File: config.mk
export PLATFORM = sky130hd
export DESIGN_NAME = mem_port_arbiter
export DESIGN_NICKNAME = d
export VERILOG_FILES = /design/src/rtl/mem_port_arbiter.sv
export SDC_FILE = /design/constraint.sdc
export NUM_CORES = 1
export LEC_CHECK = 0
export ABC_CLOCK_PERIOD_IN_PS = 1900
export CORE_AREA = 2 2 334 336
export CTS_BUF_LIST = sky130_fd_sc_hd__clkbuf_16
export DETAILED_ROUTE_END_ITERATION = 8
export DIE_AREA = 0 0 336 338
export DONT_BUFFER_PORTS = 1
export HOLD_SLACK_MARGIN = 0.02
export SLEW_MARGIN = 20
export SYNTH_ARGS = -nofsm -noshare
export SYNTH_HDL_FRONTEND = slang
export SYNTH_SLANG_ARGS = --single-unit
File: constraint.sdc
create_clock -name clk -period 1.9 [get_ports clk]
set_input_delay 0.285 -clock clk [delete_from_list [all_inputs] [get_ports clk]]
set_output_delay 0.285 -clock clk [all_outputs]
set_load 0.02 [all_outputs]
File: src/rtl/mem_port_arbiter.sv
`default_nettype none
// +----------------------------------------------------------------------------+
// | mem_port_arbiter: round-robin sharing of one physical-memory port between  |
// | the fetch cache (A) and the memory-stage cache (B).  Rev 1.0               |
// +----------------------------------------------------------------------------+
module mem_port_arbiter #(
  parameter int ADDR_W = 16,
  parameter int LINE_W = 128,
  parameter int CNT_W  = 16
) (
  input  logic              clk,
  input  logic              rst_n,
  input  logic              a_read,
  input  logic              a_write,
  input  logic [ADDR_W-1:0] a_address,
  input  logic [LINE_W-1:0] a_wdata,
  output logic              a_resp,
  output logic [LINE_W-1:0] a_rdata,
  input  logic              b_read,
  input  logic              b_write,
  input  logic [ADDR_W-1:0] b_address,
  input  logic [LINE_W-1:0] b_wdata,
  output logic              b_resp,
  output logic [LINE_W-1:0] b_rdata,
  output logic              pmem_read,
  output logic              pmem_write,
  output logic [ADDR_W-1:0] pmem_address,
  output logic [LINE_W-1:0] pmem_wdata,
  input  logic              pmem_resp,
  input  logic [LINE_W-1:0] pmem_rdata,
  output logic [CNT_W-1:0]  a_grants,
  output logic [CNT_W-1:0]  b_grants
);

  typedef enum logic [1:0] {
    S_IDLE    = 2'd0,
    S_SERVE_A = 2'd1,
    S_SERVE_B = 2'd2
  } state_t;

  localparam logic [CNT_W-1:0] C_CNT_MAX = '1;

  state_t           state_q, state_d;
  logic             last_b_q, last_b_d;
  logic [CNT_W-1:0] a_grants_q, a_grants_d;
  logic [CNT_W-1:0] b_grants_q, b_grants_d;
  logic             w_req_a, w_req_b;

  assign w_req_a = a_read | a_write;
  assign w_req_b = b_read | b_write;

  always_ff @(posedge clk) begin
    if (!rst_n) begin
      state_q    <= S_IDLE;
      last_b_q   <= 1'b0;
      a_grants_q <= '0;
      b_grants_q <= '0;
    end else begin
      state_q    <= state_d;
      last_b_q   <= last_b_d;
      a_grants_q <= a_grants_d;
      b_grants_q <= b_grants_d;
    end
  end

  always_comb begin
    state_d      = state_q;
    last_b_d     = last_b_q;
    a_grants_d   = a_grants_q;
    b_grants_d   = b_grants_q;
    pmem_read    = 1'b0;
    pmem_write   = 1'b0;
    pmem_address = '0;
    pmem_wdata   = '0;
    a_resp       = 1'b0;
    b_resp       = 1'b0;
    a_rdata      = '0;
    b_rdata      = '0;

    case (state_q)
      S_IDLE: begin
        // On a tie the port that did not win last time is granted.
        if (w_req_a && (!w_req_b || last_b_q)) begin
          state_d  = S_SERVE_A;
          last_b_d = 1'b0;
          if (a_grants_q != C_CNT_MAX) a_grants_d = a_grants_q + CNT_W'(1);
        end else if (w_req_b) begin
          state_d  = S_SERVE_B;
          last_b_d = 1'b1;
          if (b_grants_q != C_CNT_MAX) b_grants_d = b_grants_q + CNT_W'(1);
        end
      end

      S_SERVE_A: begin
        pmem_write   = a_write;
        pmem_read    = a_read & ~a_write;
        pmem_address = a_address;
        pmem_wdata   = a_wdata;
        if (!w_req_a) begin
          state_d = S_IDLE;
        end else if (pmem_resp) begin
          a_resp  = 1'b1;
          a_rdata = pmem_rdata;
          state_d = S_IDLE;
        end
      end

      S_SERVE_B: begin
        pmem_write   = b_write;
        pmem_read    = b_read & ~b_write;
        pmem_address = b_address;
        pmem_wdata   = b_wdata;
        if (!w_req_b) begin
          state_d = S_IDLE;
        end else if (pmem_resp) begin
          b_resp  = 1'b1;
          b_rdata = pmem_rdata;
          state_d = S_IDLE;
        end
      end

      default: state_d = S_IDLE;
    endcase
  end

  assign a_grants = a_grants_q;
  assign b_grants = b_grants_q;

endmodule
`default_nettype wire
==> results_dict.tcl, run 1 <==
set metrics [dict create \
    syn_area_per_cell_um2 6.769 \
    period_needed_ps 2252 \
    reg2reg_from "state_q[1]$_SDFFE_PN0P_" \
    yosysUniqueCellTypes 36 \
    r2r_slack_ps -130 \
    cts_tree "yes" \
    endpoint_kind "output port" \
    setup_viol 408 \
    fin_skew_ps 4.440 \
    status "finished with violations" \
    cts_sinks 35 \
    dr.pass1.iters 8 \
    min_from "rst_n" \
    maxSlewHeadroom_pct 70.29 \
    final_nets 1606 \
    min_to "a_grants[13]$_SDFFE_PN0P_" \
    synth.net_count 1289 \
    initial_core_util_pct 5.283 \
    syn_inst 859 \
    violations "setup timing" \
    wire_per_inst_um 35.16 \
    syn_area_um2 5814 \
    critical-path-max-stage-delay_ps 360 \
    rsz0062_at_grt "true" \
    drc 0 \
    seq_area_frac_synth_pct 12.05 \
    clk_pin_slew_ps 60 \
    path_class "reg -> out" \
    ir_worst_vdd_v 0.0002875 \
    grt_pass1_wl_um 100100 \
    via_per_inst 3.346 \
    core_area_um2 110100 \
    worst_slew_pin_slew_ps 445.7 \
    antenna_found_initial 55 \
    final_core_util_pct 12.65 \
    ys.flop_type "dfxtp_1" \
    overflow 0 \
    fmax_ghz 0.4441 \
    cap_violations 0 \
    r2r_end "a_grants[14]$_SDFFE_PN0P_" \
    r2r_cells 7 \
    syn2layout_area_growth_pct 139.4 \
    via_count 9051 \
    synthMuxAreaShare_pct 1.377 \
    fp.dieW_um 336 \
    crit_arrival_ps 1970 \
    grt_max_degree 74 \
    synth_compound_area_share_pct 25.41 \
    drive_gt1_share_pct 58.93 \
    synth_top_family_by_area "simple AND/OR/NAND/NOR gates" \
    fin_crit_sh_pct 118.5 \
    place.gp.congestion 0.8114 \
    dp_worst_setup_slack_ps -304.5 \
    path_max_fanout 8 \
    report.final.slew_viol_count 0 \
    ios 859 \
    totalWireLength_um 95120 \
    cts-root-buf "clkbuf_16" \
    cp_top_family "buffers and inverters" \
    worst-path-buf-inv 5 \
    path_cells "inv_4 -> buf_6 -> ha_4 -> buf_12 -> clkbuf_16 -> a22oi_1 -> nor2b_1 -> buf_4" \
    setup_ws_ps -351.9 \
    yosys_warnings 0 \
    cts_buffers 5 \
    numPortBuffers 0 \
    ant_nets 0 \
    required_ps 1620 \
    synth-simple-area-share_pct 53.50 \
    drt_iter0_drc 871 \
    worst_hold_slack_ps 146.9 \
    grt_usage_pct 14.27 \
    slowest_stage "dfxtp_4" \
    hold_viol_final 0 \
    pwr_density_cell_nw_per_um2 480.3 \
    synth-seq-cells 35 \
    synth-edff-count 0 \
    die_area_um2 113600 \
    placementRows 122 \
    startpoint_type "flop" \
    hold_path.class "in -> reg" \
    synth_xor_area_share_pct 0 \
    async_flop_share_pct 0 \
    grt_pass1_vias 7536 \
    htreeDepth 2 \
    dpl.hpwl_um 78430 \
    cts_hold_buf 0 \
    cts_buffer_depth 2 \
    synth_adder_area_share_pct 1.506 \
    die_y_um 338 \
    clk_latency_ps 280 \
    p_leak_nw 4.862 \
    hold_depth 2 \
]
[synthesized netlist by cell type, types with 4 or more instances]
master,instances,area [µm²]
a21oi_1,23,115.1
or3_1,7,43.79
nand2b_1,9,56.30
and2_1,259,1620
a22oi_1,145,1089
clkbuf_1,83,311.6
or4_1,14,105.1
nand2_1,25,93.84
dfxtp_1,35,700.7
nor2_1,5,18.77
and3_1,6,37.54
o21ai_0,15,75.07
mux2i_1,8,80.08
o31ai_1,13,97.59
nand3_1,6,30.03
nor2b_1,145,907.1
nor4_1,11,68.82
inv_1,6,22.52
ha_1,7,87.58
buf_1,4,15.01
nand4_1,11,68.82
[kinds of logic after synthesis]
group | count (synthesis)
mux | 8
buf+inv | 95
flops | 35
compound gates | 209
simple gates | 505
fa+ha+maj | 7
[layout by cell type, fill, tap and decap left out, types with 4 or more instances in the layout]
cell type and n:
a21oi_1 23, a22oi_1 123, a22oi_2 22, and2_1 39, and2_2 26, and2_4 194
and3_1 6, buf_12 126, buf_16 17, buf_4 184, buf_6 43, buf_8 11
clkbuf_16 21, dfxtp_1 31, diode_2 41, ha_4 4, inv_1 4, mux2i_1 8
nand2_1 25, nand2b_1 9, nand3_1 6, nand4_1 11, nor2b_1 118, nor2b_2 10
nor2b_4 17, nor4_1 10, o21ai_0 13, o31ai_1 13, or3_1 7, or4_1 14
[report_power, final]
group / switching (mW) / internal, mW / leakage, nW
registers: 0.0190 / 0.761 / 0.285
clock network: 0.320 / 0.472 / 0.0673
logic: 2.71 / 2.40 / 4.51
total: 3.05 / 3.63 / 4.86
[routing by layer]
| layer | GRT usage [%] | wire length [µm] | up-vias |
|---|---|---|---|
| li1 | - | - | 3691 |
| met1 | 15.73 | 34110 | 4398 |
| met2 | 20.56 | 41100 | 782 |
| met3 | 11.70 | 17300 | 140 |
| met4 | 3.864 | 2349 | 40 |
| met5 | 1.106 | 258 | - |
[how the worst max path moves through the flow]
stage,start,to,cells past startpoint
6_report,state_q[1]$_SDFFE_PN0P_,pmem_address[11],8
5_1_grt,state_q[1]$_SDFFE_PN0P_,b_rdata[109],9
4_1_cts,state_q[1]$_SDFFE_PN0P_,pmem_wdata[76],8
3_5_place_dp,state_q[1]$_SDFFE_PN0P_,pmem_wdata[76],8
3_3_place_gp,state_q[1]$_SDFFE_PN0P_,pmem_wdata[76],8
2_1_floorplan,state_q[0]$_SDFFE_PN0P_,a_grants[14]$_SDFFE_PN0P_,7
[flip-flops by register name, indices dropped and copies added (netlist names)]
signal / cells
a_grants: 16
b_grants: 16
last_b_q: 1
state_q: 2
[what timing repair did]
action | in CTS | in global routing
pin swaps | 62 | 35
cloned | 15 | 23
setup endpoints to repair | 408 | 409
resized for setup | 375 | 141
setup buffers | 21 | 17
[cell type report]
cell class	instances	area [µm²]
timing repair buffer	398	5454
clock buffer	5	125.1
clock inverter	2	8.758
multi-input combinational	729	5630
sequential	35	708.2
antenna	41	102.6
fill	12550	96140
inverter	7	28.78
tap	1488	1862
[through the flow]
stage	instance area, µm²	setup TNS [ps]	power [mW]	instances
finish	13920	-86750	6.685	2705
global placement	11250	-15180	4.301	2585
CTS	12740	-83990	5.623	2628
global route	13880	-114920	6.949	2688
detailed placement	11250	-17990	4.349	2585
floorplan	5819	0	2.716	859
Note: power is estimated with default switching activity, not from simulation.
==> run 2: changes to the inputs <==
Settings changed: CAP_MARGIN set to 20.
==> results of run 2 <==
Final layout, timing and power as in run 1 (identical DEF).
==> run 3: changes to the inputs <==
--- a/config.mk
+++ b/config.mk
@@ -9,6 +9,6 @@
 export CAP_MARGIN = 20
-export CORE_AREA = 2 2 334 336
+export CORE_AREA = 2 2 333 335
 export CTS_BUF_LIST = sky130_fd_sc_hd__clkbuf_16
 export DETAILED_ROUTE_END_ITERATION = 8
-export DIE_AREA = 0 0 336 338
+export DIE_AREA = 0 0 335 337
 export DONT_BUFFER_PORTS = 1
--- a/constraint.sdc
+++ b/constraint.sdc
@@ -3,2 +3,2 @@
 set_output_delay 0.285 -clock clk [all_outputs]
-set_load 0.02 [all_outputs]
+set_load 0.05 [all_outputs]
==> results_dict.tcl, run 3 (synthesis results as in run 1) <==
set metrics [dict create \
    status "finished with violations" \
    violations "setup timing" \
    via_count 9389 \
    path_class "reg -> out" \
    maxSlewHeadroom_pct 68.40 \
    post-place-cells 2646 \
    htreeDepth 2 \
    cts-root-buf "clkbuf_16" \
    cts_buffer_depth 2 \
    final_nets 1721 \
    via_per_inst 3.437 \
    die_y_um 337 \
    power_mw 9.764 \
    fp.dieW_um 335 \
    ant_nets 0 \
    pwr_density_cell_nw_per_um2 532.3 \
    setup_viol 411 \
    layout_commonest_cell "buf_12" \
    dr.pass1.iters 5 \
    cts_buffers 5 \
    fin_skew_ps 2.357 \
    syn2layout_area_growth_pct 215.5 \
    antenna_found_initial 50 \
    fmax_ghz 0.4395 \
    setup_ws_ps -375.3 \
    mostFrequentLayoutCells "341 x buf_12, 173 x and2_4, 118 x nor2b_4" \
    clk_pin_slew_ps 60 \
    dpl.hpwl_um 77720 \
    cts_tree "yes" \
    grt_pass1_wl_um 105400 \
    stdcell_count 2732 \
    period_needed_ps 2275 \
    multi_input_area_um2 6653 \
    die_area_um2 112900 \
    worst_slew_pin_slew_ps 474.1 \
    required_ps 1620 \
    core_area_um2 109600 \
    drt_iter0_drc 600 \
    totalWireLength_um 94570 \
    overflow 0 \
    report.final.slew_viol_count 0 \
    cts_hold_buf 0 \
    drive_gt1_share_pct 78.56 \
    rsz0062_at_grt "true" \
    grt_pass1_vias 8573 \
    numPortBuffers 0 \
    drc 0 \
    initial_core_util_pct 5.305 \
    hold_path.class "in -> reg" \
    path_max_fanout 11 \
    cts_sinks 35 \
    p_leak_nw 6.364 \
    fin_crit_sh_pct 119.8 \
    nFillCells 12050 \
    clk_latency_ps 290 \
    place.gp.congestion 0.8691 \
    hold_viol_final 0 \
    wire_per_inst_um 34.62 \
    dp_worst_setup_slack_ps -323.7 \
    crit_arrival_ps 1990 \
    register_area_um2 732.0 \
    worst_hold_slack_ps 145.6 \
    cap_violations 0 \
    grt_usage_pct 14.70 \
    ios 859 \
    ir_worst_vdd_v 0.0003115 \
    startpoint_type "flop" \
    grt_max_degree 85 \
    placementRows 122 \
    endpoint_kind "output port" \
]
-- run 3: changes by cell type in the layout (fill, tap and decap cells not counted), sizes merged --
| cell | previous run | this run |
|---|---|---|
| buf | 381 | 499 |
| diode | 41 | 14 |
| clkbuf | 21 | 18 |
| bufinv | 0 | 1 |
-- run 3: path summary, 6_finish.rpt --
check | start | to | slack, ps | cells past startpoint
hold reg to reg | a_grants[9]$_SDFFE_PN0P_ | a_grants[9]$_SDFFE_PN0P_ | 500 | 2
hold / removal | rst_n | a_grants[13]$_SDFFE_PN0P_ | 150 | 2
setup reg to reg | state_q[0]$_SDFFE_PN0P_ | a_grants[13]$_SDFFE_PN0P_ | -130 | 9
setup / recovery | state_q[1]$_SDFFE_PN0P_ | b_rdata[93] | -380 | 9
-- run 3: metal layers --
layer / part of all wire [%] / up-vias / global-route usage, %
met3: 13 / 122 / 7.753
met5: 0.29 / - / 0
met2: 45 / 680 / 22.48
li1: - / 3900 / -
met1: 40 / 4647 / 18.30
met4: 2.3 / 40 / 2.767
-- run 3: report_power, final --
group	internal (mW)	total (mW)	leakage [nW]	switching (mW)
clock	0.620	0.980	0.0839	0.360
sequential	0.762	0.787	0.293	0.0250
combinational	3.83	8.00	5.99	4.16
total	5.22	9.76	6.36	4.55
-- run 3: final cells by class --
type | instances | area share (%)
Sequential cell | 35 | 3.991
Antenna cell | 14 | 0.1910
Clock buffer | 5 | 0.6822
Tap cell | 1426 | 9.728
Multi-Input combinational cell | 729 | 36.27
Inverter | 7 | 0.1569
Clock inverter | 3 | 0.2388
Timing Repair Buffer | 513 | 48.74
-- run 3: timing repair --
action / in CTS / in global routing
setup buffers: 19 / 15
resized for setup: 214 / 172
setup endpoints to repair: 423 / 432
endpoints found under the hold margin: 0 / 0
pin swaps: 57 / 34
cloned: 15 / 21
-- run 3: critical path, stage by stage, from the launching register on --
cell	delay [ps]
dfxtp_4	390
ha_4	210
o21ai_4	90
nor2_4	110
buf_12	140
buf_16	160
buf_12	130
buf_16	130
and2_4	160
buf_12	130
-- run 3: per-stage QoR --
step	setup TNS, ps	area (µm²)	utilization [%]
after floorplan	-11050	6873	-
after global placement	-54340	15860	14.47
after detailed placement	-68950	15860	14.47
after CTS	-113870	17090	15.60
after global routing	-132860	18340	16.73
final	-113570	18340	16.73
